===== src/rtl/uart_rx.sv =====
// 8N1 serial receiver: synchronises the raw line, samples each bit at its centre,
// emits a one-cycle byte strobe on a good stop bit and a one-cycle error strobe on a bad one.
module uart_rx #(
  parameter int unsigned CLK_FREQ = 50000000,
  parameter int unsigned BAUD     = 115200
) (
  input  logic       clk,
  input  logic       rst,
  input  logic       rx,
  output logic [7:0] uart_data,
  output logic       uart_valid,
  output logic       frame_error,
  output logic       rx_busy
);

  localparam int unsigned ClksPerBit = CLK_FREQ / BAUD;
  localparam int unsigned Half       = ClksPerBit / 2;
  localparam int unsigned CntW       = $clog2(ClksPerBit);

  localparam logic [CntW-1:0] CntBitEnd  = CntW'(ClksPerBit - 1);
  localparam logic [CntW-1:0] CntHalfEnd = CntW'(Half - 1);

  typedef enum logic [2:0] {
    StIdle,
    StStart,
    StData,
    StStop,
    StRecover
  } state_e;

  state_e          state_q, state_d;
  logic [CntW-1:0] cnt_q, cnt_d;
  logic [2:0]      bit_idx_q, bit_idx_d;
  logic [7:0]      shreg_q, shreg_d;
  logic [7:0]      data_q, data_d;
  logic            valid_q, valid_d;
  logic            ferr_q, ferr_d;
  logic            busy_q, busy_d;
  logic [1:0]      sync_q;
  logic            rx_s;

  // Line idles high, so the synchroniser resets to 1 to avoid a false start.
  always_ff @(posedge clk or posedge rst) begin
    if (rst) begin
      sync_q <= 2'b11;
    end else begin
      sync_q <= {sync_q[0], rx};
    end
  end

  assign rx_s = sync_q[1];

  always_ff @(posedge clk or posedge rst) begin
    if (rst) begin
      state_q   <= StIdle;
      cnt_q     <= '0;
      bit_idx_q <= '0;
      shreg_q   <= '0;
      data_q    <= '0;
      valid_q   <= 1'b0;
      ferr_q    <= 1'b0;
      busy_q    <= 1'b0;
    end else begin
      state_q   <= state_d;
      cnt_q     <= cnt_d;
      bit_idx_q <= bit_idx_d;
      shreg_q   <= shreg_d;
      data_q    <= data_d;
      valid_q   <= valid_d;
      ferr_q    <= ferr_d;
      busy_q    <= busy_d;
    end
  end

  always_comb begin
    state_d   = state_q;
    cnt_d     = cnt_q;
    bit_idx_d = bit_idx_q;
    shreg_d   = shreg_q;
    data_d    = data_q;
    valid_d   = 1'b0;
    ferr_d    = 1'b0;

    unique case (state_q)
      StIdle: begin
        cnt_d = '0;
        if (!rx_s) begin
          state_d = StStart;
        end
      end

      StStart: begin
        cnt_d = cnt_q + 1'b1;
        // Mid-start re-check rejects glitches shorter than half a bit.
        if (cnt_q == CntHalfEnd) begin
          cnt_d = '0;
          if (!rx_s) begin
            state_d   = StData;
            bit_idx_d = '0;
          end else begin
            state_d = StIdle;
          end
        end
      end

      StData: begin
        cnt_d = cnt_q + 1'b1;
        if (cnt_q == CntBitEnd) begin
          cnt_d     = '0;
          shreg_d   = {rx_s, shreg_q[7:1]};
          bit_idx_d = bit_idx_q + 1'b1;
          if (bit_idx_q == 3'd7) begin
            state_d = StStop;
          end
        end
      end

      StStop: begin
        cnt_d = cnt_q + 1'b1;
        if (cnt_q == CntBitEnd) begin
          cnt_d = '0;
          if (rx_s) begin
            data_d  = shreg_q;
            valid_d = 1'b1;
            state_d = StIdle;
          end else begin
            ferr_d  = 1'b1;
            state_d = StRecover;
          end
        end
      end

      StRecover: begin
        cnt_d = '0;
        // Wait out a break so a held-low line flags only once.
        if (rx_s) begin
          state_d = StIdle;
        end
      end

      default: begin
        state_d = StIdle;
        cnt_d   = '0;
      end
    endcase

    busy_d = (state_d != StIdle);
  end

  assign uart_data   = data_q;
  assign uart_valid  = valid_q;
  assign frame_error = ferr_q;
  assign rx_busy     = busy_q;

endmodule


===== config.mk =====
export PLATFORM = sky130hd
export DESIGN_NAME = uart_rx
export DESIGN_NICKNAME = d
export VERILOG_FILES = /design/src/rtl/uart_rx.sv
export SDC_FILE = /design/constraint.sdc
export NUM_CORES = 1
export LEC_CHECK = 0
export ABC_AREA = 1
export BUFFER_PORTS_ARGS = -buffer_cell sky130_fd_sc_hd__buf_2
export CORE_AREA = 2 2 46 91
export DETAILED_ROUTE_END_ITERATION = 7
export DIE_AREA = 0 0 48 93
export PLACE_DENSITY_LB_ADDON = 0.1
export SYNTH_ARGS = -nofsm -noshare
export SYNTH_HDL_FRONTEND = slang
export SYNTH_SLANG_ARGS = --single-unit

===== constraint.sdc =====
create_clock -name clk -period 3.88 [get_ports clk]
set_input_delay 0 -clock clk [delete_from_list [all_inputs] [get_ports clk]]
set_output_delay 0 -clock clk [all_outputs]
set_load 0.02 [all_outputs]

Yosys cells after proc, flatten, opt, wreduce, memory -nomap -nowiden --
Index checks and enable logic that the tools add are counted.
Storage, ports and cells: output and inout port bits 11, register bits 36, word-level logic and storage cells 50
Cells by class: add/subtract/negate cells 2, equality and inequality tests 10, mux-type cells 22, reduce and logical (&&, ||, !) cells 7
Operators with widths (count):
- $mux 3 | 10
- $mux 9 | 2
- $pmux 9 s2 | 1
- $pmux 3 s5 | 1
- $add 9x1->9 const B | 1
- $eq 9x8->1 const B | 1
- $eq 9x9->1 const B | 1
- $eq 3x2->1 const B | 2
- $eq 3x3->1 const B | 2
- $mux 1 | 6
- $ne 2x2->1 const B | 3
- $pmux 3 s2 | 1
- $reduce_and 4->1 | 1
- $add 3x1->3 const B | 1
- $eq 3x1->1 const B | 1
- $logic_not 3->1 | 1
- $reduce_and 3->1 | 1
- $reduce_bool 3->1 | 1
- $mux 2 | 1
- $reduce_and 2->1 | 1
- $reduce_bool 2->1 | 1
- $reduce_or 2->1 | 1

Logic depth before layout (Yosys ltp) --
depth in word-level cells 5, mapped depth 10, depth with buffers taken out 10

Worst setup path after synthesis --
OpenSTA, ideal clock, no wires.
path type flip-flop to flip-flop, start register cnt_q[1], end register data_q[0] (netlist: uart_data[0]), arrival time 1249 ps, library setup time 123 ps, cell stages (with the launch flop) 9, path slack 2508 ps, cells stage by stage dfrtp_1 inv_1 ha_1 nand2_1 nor2_2 nand3_2 buf_6 o21ai_0 nand2_1
Between the ends: longest elaborated chain between the ends 2
RTL lines:
- start: declaration | RTL line 32 | logic [CntW-1:0] cnt_q, cnt_d;
- start signal: assignment | RTL line 65 | cnt_q <= cnt_d;
- $eq 9x9->1 | RTL line 120 | if (cnt_q == CntBitEnd) begin
- $reduce_and 3->1 (no line)
- end signal: assignment | RTL line 68 | data_q <= data_d;
- end: declaration | RTL line 35 | logic [7:0] data_q, data_d;
No other way between the ends. A chain may end at the register's enable or synchronous reset.

Final worst setup path --
start register cnt_q[1], end register data_q[3] (netlist: uart_data[3])
The elaborated chain is that of the path after synthesis.

==> impl_metrics.tcl <==
set metrics [dict create \
    outcome "finished, final reports clean" \
    syn_area_um2 1640 \
    finalSetupViolations 0 \
    row_count 32 \
    cts_made_buffers 5 \
    nNetsFinal 219 \
    relSlewSlack 0.697 \
    io-pin-count 14 \
    place_ws_ns 2.21 \
    yosysMostFrequentCell "nand2_1" \
    path_depth 8 \
    core_um2 3800 \
    synth_cell_types 24 \
    drcViolationCount 0 \
    synth-simple-area-share 0.271 \
    crit_slowest_cell "dfrtp_1" \
    synth_xor_area_frac 0.0267 \
    worstRegToRegCells 8 \
    min_period_ns 1.65 \
    m1WireLength_mm 1.28 \
    cts_tree "done" \
    wl_mm 3.20 \
    clock_latency_ns 0.28 \
    finClkSkew_ns 0.00553 \
    dp.cells 253 \
    yosysSeqAreaShare 0.551 \
    synth_fa_ha_area_frac 0.0381 \
    cts_max_level 2 \
    synth_compound_area_frac 0.0465 \
    crit_buf_inv 1 \
    hp-class "input pin to async pin" \
    synthFlopType "dfrtp_1" \
    ant_nets 0 \
    netlist_instances 191 \
    wl_per_cell_um 12.2 \
    worstMarginPinSlew_ns 0.455 \
    synth_common_cells "nand2_1, dfrtp_1, nor2_1" \
    synth_top_area_cell "dfrtp_1" \
    port_buffers 13 \
    cts-resized-gates 0 \
    die_h_um 93 \
    antenna_cells 0 \
    routed.top_layer "met4" \
    drt_pass1_iterations 4 \
    muxShareOfSynthArea 0 \
    ff2ff_setup_slack_ns 2.23 \
    max_clock_freq_ghz 0.605 \
    synth_warnings 0 \
    cp-start-kind "register" \
    drtIter0Drc 26 \
    cp_cell_sequence "inv_1 > ha_1 > nand2_1 > nor2_2 > nand3_2 > nor2_4 > nand2_1 > nand2_1" \
    cp_max_fo 11 \
    finalWorstSetupSlack_ns 2.23 \
    async_flop_share 1.00 \
    grt-ovfl-total 0 \
    worstSetupEndpointType "register" \
    r2r_end "uart_data[3]" \
    cts_setup_buffers 0 \
    slew_viol_final 0 \
    ys_top_cells_by_area "dfrtp_1, nand2_1, nor2_1" \
    synth_top_family_by_area "simple AND/OR/NAND/NOR gates" \
    syn_to_final_growth_pct 14.0 \
    fin_util 0.491 \
    dr_total_vias 1240 \
    dp_hpwl_mm 2.40 \
    tns_ns 0 \
    die_x_um 48 \
    power.ir.vdd_worst_v 0.000247 \
    synth_nets 199 \
    synth_edf_count 0 \
    syn_area_per_cell_um2 8.59 \
    synth_seq_cells 36 \
    cts_buffer_depth 2 \
    cts-root-buf "clkbuf_8" \
    met3_length_um 110 \
    critical_path_class "register to register" \
    rsz0062_at_grt "no" \
    max_stage_delay_ns 0.40 \
    drive_gt1_frac 0.151 \
    grt_max_degree 37 \
    wl_met2_mm 1.75 \
    globalplace.congestion 0.770 \
    vias_per_cell 4.71 \
    cp_top_family "simple AND/OR/NAND/NOR gates" \
    grt_usage 0.174 \
    power_leakage_nw 1.04 \
    crit_top_cell "nand2_1" \
    cap_violations 0 \
    hold_viol 0 \
    grt_pass1_vias 1248 \
    fin_crit_sh 0.426 \
    dieArea_um2 4460 \
    clkTransAtPathRegs_ns 0.07 \
    required_ns 4.10 \
    start_util 0.431 \
    cts_num_sinks 36 \
    power_density_nw_per_um2 354 \
    crit_arrival_ns 1.88 \
    final-instance-count-excl-fill 263 \
    antenna_found_initial 0 \
    reg2reg_from "cnt_q[1]" \
    grt_first_pass_wirelength_mm 5.49 \
    yosys.area.top_type_share 0.519 \
]
[per-stage QoR]
step                      total power, mW  area (um^2)  hold slack (ns)
after global placement              0.397         1760            0.107
after floorplan                     0.392         1640          0.00448
final                               0.662         1870            0.357
after global routing                0.690         1870            0.361
after detailed placement            0.397         1760            0.109
after CTS                           0.670         1870            0.359
[sequential cells by signal, summed over array words and instances (netlist names)]
signal       cells
rx_busy          1
cnt_q            9
uart_valid       1
uart_data        8
frame_error      1
state_q          3
sync_q           2
shreg_q          8
bit_idx_q        3
[worst reg2reg max path: stages, from the launching register on]
cell and delay [ns]:
dfrtp_1 0.40, inv_1 0.08, ha_1 0.14, nand2_1 0.06
nor2_2 0.18, nand3_2 0.28, nor2_4 0.30, nand2_1 0.09
nand2_1 0.07
[worst max-delay path by stage]
| stage | from | to | slack, ns |
|---|---|---|---|
| 3_5_place_dp | cnt_q[1] | uart_data[3] | 2.21 |
| 2_1_floorplan | cnt_q[1] | uart_data[0] | 2.51 |
| 6_report | cnt_q[1] | uart_data[3] | 2.23 |
| 4_1_cts | cnt_q[1] | uart_data[3] | 2.20 |
| 3_3_place_gp | cnt_q[1] | uart_data[3] | 2.24 |
| 5_1_grt | cnt_q[1] | uart_data[0] | 2.00 |
[timing repair]
item | in CTS | in global routing
hold buffers | 2 | 0
setup endpoints to repair | 0 | 0
endpoints found under the hold margin | 35 | 0
[cells by family (layout without fill, tap and decap cells)]
logic type                 after synthesis  after routing
adders and majority gates                5              5
buffers and inverters                   27             48
DFF                                     36             36
and+or+nand+nor                        105            105
AOI/OAI and AO/OA                       13             13
xor gates and xnor gates                 5              5
[final cells by class]
cell class / count / area (um^2)
Inverter: 24 / 90.1
Fill cell: 373 / 1930
Clock buffer: 6 / 82.6
Sequential cell: 36 / 903
Multi-Input combinational cell: 128 / 627
Timing Repair Buffer: 16 / 92.6
Clock inverter: 2 / 10.0
Tap cell: 51 / 63.8
[power by group]
group	internal (mW)	leakage (nW)	switching (mW)
Sequential	0.377	0.476	0.000668
Clock	0.142	0.0510	0.129
Combinational	0.00309	0.512	0.0102
Total	0.522	1.04	0.140
[layout by cell type (no fill, tap or decap), types with 2 or more instances in the layout]
cell / n
nand3_1: 12
dlygate4sd3_1: 2
inv_1: 22
buf_2: 13
nor2_1: 23
nor2_4: 2
o21ai_0: 10
dfrtp_1: 34
clkbuf_8: 6
dfstp_2: 2
xor2_1: 4
nand2_1: 63
ha_1: 5
clkinv_2: 2
[routing by layer]
layer  global-route usage  up-vias
met1                0.190      586
met3               0.0347        6
met5                    0        -
met2                0.307       24
met4               0.0676        0
li1                     -      624
(Power assumes the default switching activity.)
